## src/rtl/mem_port_arbiter_pkg.sv

```systemverilog
// rtl/mem_port_arbiter_pkg.sv - shared state encoding and fetch constants for the memory port arbiter
package mem_port_arbiter_pkg;

    localparam int IBYTES = 4;
    localparam int KW     = $clog2(IBYTES);

    typedef enum logic [2:0] {
        IDLE   = 3'd0,
        D_MEM  = 3'd1,
        I_MEM  = 3'd2,
        D_RESP = 3'd3,
        I_RESP = 3'd4
    } state_t;

endpackage

```

## src/rtl/mem_port_arbiter_ifetch_assembler.sv

```systemverilog
// rtl/mem_port_arbiter_ifetch_assembler.sv - fetch byte counter, address offset and instruction byte-lane assembly
module ifetch_assembler
    import mem_port_arbiter_pkg::*;
#(
    parameter int ADDR_W = 8
) (
    input  logic                  clk,
    input  logic                  i_clear,
    input  logic                  i_load,
    input  logic                  i_advance,
    input  logic [ADDR_W-1:0]     i_base,
    input  logic [7:0]            i_rdata,
    output logic [ADDR_W-1:0]     o_addr,
    output logic                  o_last,
    output logic [8*IBYTES-1:0]   o_word
);

    logic [ADDR_W-1:0]   r_base;
    logic [KW-1:0]       r_k;
    logic [8*IBYTES-1:0] r_word;

    // i_clear is the block's reset; the word is not cleared on load, each lane is overwritten in turn
    always_ff @(posedge clk) begin
        if (i_clear) begin
            r_base <= '0;
            r_k    <= '0;
            r_word <= '0;
        end else if (i_load) begin
            r_base <= i_base;
            r_k    <= '0;
        end else if (i_advance) begin
            r_word[8*r_k +: 8] <= i_rdata;
            r_k                <= r_k + 1'b1;
        end
    end

    assign o_addr = r_base + ADDR_W'(r_k);
    assign o_last = (r_k == KW'(IBYTES - 1));
    assign o_word = r_word;

endmodule

```

## src/rtl/mem_port_arbiter.sv

```systemverilog
// rtl/mem_port_arbiter.sv - shares one byte-wide memory between instruction-fetch and load/store ports
module mem_port_arbiter
    import mem_port_arbiter_pkg::*;
#(
    parameter int ADDR_W = 8
) (
    input  logic              CLK,
    input  logic              RESET,
    input  logic              IREAD,
    input  logic [ADDR_W-1:0] IADDRESS,
    output logic [31:0]       IREADDATA,
    output logic              IBUSYWAIT,
    input  logic              DREAD,
    input  logic              DWRITE,
    input  logic [ADDR_W-1:0] DADDRESS,
    input  logic [7:0]        DWRITEDATA,
    output logic [7:0]        DREADDATA,
    output logic              DBUSYWAIT,
    output logic              MREAD,
    output logic              MWRITE,
    output logic [ADDR_W-1:0] MADDRESS,
    output logic [7:0]        MWRITEDATA,
    input  logic [7:0]        MREADDATA,
    input  logic              MBUSYWAIT
);

    state_t            r_state;
    state_t            w_next;
    logic              r_dwrite;
    logic [ADDR_W-1:0] r_daddr;
    logic [7:0]        r_wdata;
    logic [7:0]        r_rdata;

    logic              w_dreq;
    logic              w_done;
    logic              w_fetch_load;
    logic              w_fetch_adv;
    logic              w_last;
    logic [ADDR_W-1:0] w_faddr;
    logic [31:0]       w_word;

    assign w_dreq       = DREAD | DWRITE;
    assign w_done       = ((r_state == D_MEM) || (r_state == I_MEM)) && !MBUSYWAIT;
    assign w_fetch_load = (r_state == IDLE) && !w_dreq && IREAD;
    assign w_fetch_adv  = (r_state == I_MEM) && !MBUSYWAIT;

    ifetch_assembler #(
        .ADDR_W (ADDR_W)
    ) u_ifetch (
        .clk       (CLK),
        .i_clear   (!RESET),
        .i_load    (w_fetch_load),
        .i_advance (w_fetch_adv),
        .i_base    (IADDRESS),
        .i_rdata   (MREADDATA),
        .o_addr    (w_faddr),
        .o_last    (w_last),
        .o_word    (w_word)
    );

    always_ff @(posedge CLK) begin
        if (!RESET) begin
            r_state  <= IDLE;
            r_dwrite <= 1'b0;
            r_daddr  <= '0;
            r_wdata  <= '0;
            r_rdata  <= '0;
        end else begin
            r_state <= w_next;
            if ((r_state == IDLE) && w_dreq) begin
                r_daddr  <= DADDRESS;
                r_wdata  <= DWRITEDATA;
                r_dwrite <= DWRITE;
            end
            if ((r_state == D_MEM) && w_done && !r_dwrite) begin
                r_rdata <= MREADDATA;
            end
        end
    end

    // Strobes are decoded from state so a reset edge drops them immediately
    always_comb begin
        w_next = r_state;
        MREAD  = 1'b0;
        MWRITE = 1'b0;
        case (r_state)
            IDLE: begin
                if (w_dreq) begin
                    w_next = D_MEM;
                end else if (IREAD) begin
                    w_next = I_MEM;
                end
            end
            D_MEM: begin
                MREAD  = !r_dwrite;
                MWRITE = r_dwrite;
                if (w_done) begin
                    w_next = D_RESP;
                end
            end
            I_MEM: begin
                MREAD = 1'b1;
                if (w_done && w_last) begin
                    w_next = I_RESP;
                end
            end
            D_RESP:  w_next = IDLE;
            I_RESP:  w_next = IDLE;
            default: w_next = IDLE;
        endcase
    end

    assign MADDRESS   = (r_state == I_MEM) ? w_faddr : r_daddr;
    assign MWRITEDATA = r_wdata;
    assign DREADDATA  = r_rdata;
    assign IREADDATA  = w_word;

    assign DBUSYWAIT = RESET && w_dreq && (r_state != D_RESP);
    assign IBUSYWAIT = RESET && IREAD && (r_state != I_RESP);

endmodule

```

## config.mk

```make
export PLATFORM = sky130hd
export DESIGN_NAME = mem_port_arbiter
export DESIGN_NICKNAME = d
export VERILOG_FILES = /design/src/rtl/mem_port_arbiter_pkg.sv /design/src/rtl/mem_port_arbiter_ifetch_assembler.sv /design/src/rtl/mem_port_arbiter.sv
export SDC_FILE = /design/constraint.sdc
export NUM_CORES = 1
export LEC_CHECK = 0
export ABC_AREA = 1
export BUFFER_PORTS_ARGS = -buffer_cell sky130_fd_sc_hd__buf_4
export CORE_MARGIN = 2
export CORE_UTILIZATION = 50
export DETAILED_ROUTE_END_ITERATION = 8
export PLACE_DENSITY_LB_ADDON = 0.3
export SETUP_SLACK_MARGIN = 0.4
export SLEW_MARGIN = 15
export SYNTH_ARGS = -nofsm -noshare
export SYNTH_HDL_FRONTEND = slang
export SYNTH_SLANG_ARGS = --single-unit
```

## constraint.sdc

```tcl
create_clock -name CLK -period 4.5 [get_ports CLK]
set_input_delay 1.35 -clock CLK [delete_from_list [all_inputs] [get_ports CLK]]
set_output_delay 1.35 -clock CLK [all_outputs]
set_load 0.02 [all_outputs]
```

==> metrics <==
CTS tree done; Avg Inst Size Synth 7.44 um^2; # setup viols final 0; yosys warns 0; fillers 554; Slew @ Worst Pin 452 ps; Longest Clk Path Bufs 2; top-area cell type share of the netlist area 43.5%; vias in the first global route 2,776; GP Congestion 0.866; hold slack 448 ps; CP Class reg -> out; Mapped Area 3220 um^2; Yosys top cell by area dfxtp_1; cts bufs inserted 9; Max Clk Rate 269 MHz; hold_buf cts 0; I/O Pins 98; violation count after the first detailed-route iteration 97; final setup TNS 0 ps; status finished, final reports clean; sequential fraction of the synthesis area 43.5%; row count 29; Final Cycle Share 82.5%; Sinks on Clock Net 70; ys async rst share 0%; initial antenna violation count 0; Seq cells post-synth 70; power density over the cells 390 nW/um^2; 1st-pass router iterations 4; normalized max-slew margin 69.9%; global-route wire length before repair 12,800 um; fin crit period 3710 ps; critical path arrival 2360 ps; H-Tree Depth 3; Worst Setup End Kind output port; leakage power 1.83 nW; Clock Skews 6.37 ps; crit path max fanout 16; Total GRT Usage 22.2%; GRT Residual Overflow 0; routed wire length 7820 um; Initial Util 51.3%; via count 3,079; RSZ-0062 raised after global routing no; DIE AREA 7100 um^2; Avg WL per Cell 13.0 um; Syn Inst Count 433; worst min path class reg -> reg; top_reg_cell synth dfxtp_1; Post-synth EDFFs 0; leading post-synthesis cells by cell area dfxtp_1 44%, nand2_1 10%, a21oi_1 9.9%; # nets final 566; layout cell share with drive strength beyond 1 25.3%; Critical Path Start Type register; Max IR drop VDD 0.241 mV; number of diodes 0; root buffer cell clkbuf_8; post-CTS setup buffers 0; Synth-to-Final Area Change 28.7%; max-cap violations 0; Die H 84.3 um; register area 1400 um^2; pin count of the biggest net entering global routing 42; Mapped Nets 479; vias per cell 5.11; total core area 6280 um^2; worst endpoint required time 3150 ps; clk slew on worst S/H paths 80 ps; Final ANT Viol Nets 0; die width 84.3 um; Post-route DRC 0; Final Slew Violations 0; number of port buffers 97; Fin. Hold Viols 0; Detailed Place HPWL 5640 um; Worst-Skew Late Latency 340 ps; Netlist cell types 33; multi-input logic area 1530 um^2; total power 1.61 mW
==> worst max-delay path: stages, from the launching register on <==
cell and delay (ps):
dfxtp_2 500, ha_1 210, inv_1 60, fa_1 420
nor2_1 230, nand3_1 130, xor2_1 150, o21ai_0 150
buf_4 170
==> stage by stage <==
stage	util (%)	instance area (um^2)	cells	setup slack (ps)
after floorplan	-	3220	433	989
after global placement	62.2	3910	586	893
after detailed placement	62.2	3910	586	882
after CTS	66.0	4140	602	599
after global routing	66.0	4140	602	576
final	66.0	4140	602	789
==> area by class of cell <==
| class | instances | share of cell area [%] |
|---|---|---|
| clock buffer | 10 | 3.08 |
| clock inverter | 6 | 2.66 |
| inverter | 38 | 3.50 |
| multi-input combinational | 303 | 36.8 |
| sequential | 70 | 33.8 |
| tap | 77 | 2.32 |
| timing repair buffer | 98 | 17.8 |
==> synthesized netlist by cell type, types with 2 or more instances <==
library cell and count:
o21ai_0 25, buf_2 7, a21oi_1 64, nor2_1 52
buf_1 2, inv_2 6, nand2_4 5, clkbuf_1 5
o21ai_1 3, nand3_4 2, nand3_1 37, xor2_1 3
dfxtp_1 70, nand2_1 86, inv_1 31, nand3_2 2
buf_6 5, ha_1 7, nor3_1 6, buf_4 2
==> what timing repair did <==
action | in CTS | in global routing
endpoints found under the setup margin | 0 | 1
gates resized for setup | 0 | 1
endpoints found under the hold margin | 0 | 0
==> report_power, final <==
group          total, mW  switching [mW]  internal, mW
Combinational      0.325           0.206         0.119
Sequential         0.687          0.0269         0.660
Clock              0.602           0.235         0.367
==> metal layers <==
layer | vias to the layer above | global-route usage (%) | share of wire, %
li1 | 1582 | - | -
met5 | - | 0 | 0
met2 | 98 | 35.0 | 46
met1 | 1381 | 29.1 | 46
met3 | 18 | 4.13 | 5.9
met4 | 0 | 11.4 | 2.6
==> sequential cells by signal (all words and copies together) (netlist names) <==
signal	cells
u_ifetch.r_base	8
r_daddr	8
DREADDATA	8
u_ifetch.o_word	32
u_ifetch.r_k	2
r_dwrite	1
r_state	3
MWRITEDATA	8
==> kinds of logic after synthesis <==
group                    Yosys count  synth area share, %
flip-flops                        70                 43.5
adder cells (fa/ha/maj)            8                 3.34
AND/OR/NAND/NOR                  195                 27.8
XOR/XNOR                           3                0.816
AO/OA/AOI/OAI                     97                 15.4
buffers and inverters             60                 9.09
==> cells in the final DEF (no fill, tap or decap), types with 2 or more instances in the layout <==
| master | instances |
|---|---|
| buf_4 | 98 |
| nand2_1 | 86 |
| dfxtp_1 | 69 |
| a21oi_1 | 64 |
| nor2_1 | 52 |
| nand3_1 | 37 |
| inv_1 | 31 |
| o21ai_0 | 25 |
| clkbuf_8 | 9 |
| ha_1 | 7 |
| inv_2 | 6 |
| nor3_1 | 6 |
| nand2_4 | 5 |
| xor2_1 | 3 |
| o21ai_1 | 3 |
| bufinv_16 | 3 |
| nand3_2 | 2 |
| nand3_4 | 2 |
| clkinvlp_4 | 2 |
==> worst paths after layout <==
path,startpoint,to,depth (start not counted),slack (ps)
setup / recovery,u_ifetch.r_k[0]$_SDFFE_PP0P_,MADDRESS[6],8,790
hold / removal,r_daddr[0]$_SDFFE_PN0P_,r_daddr[0]$_SDFFE_PN0P_,2,450
setup reg to reg,u_ifetch.r_k[0]$_SDFFE_PP0P_,u_ifetch.o_word[19]$_SDFFE_PN0P_,6,2570
hold reg to reg,r_daddr[0]$_SDFFE_PN0P_,r_daddr[0]$_SDFFE_PN0P_,2,450
(Power assumes the default switching activity.)
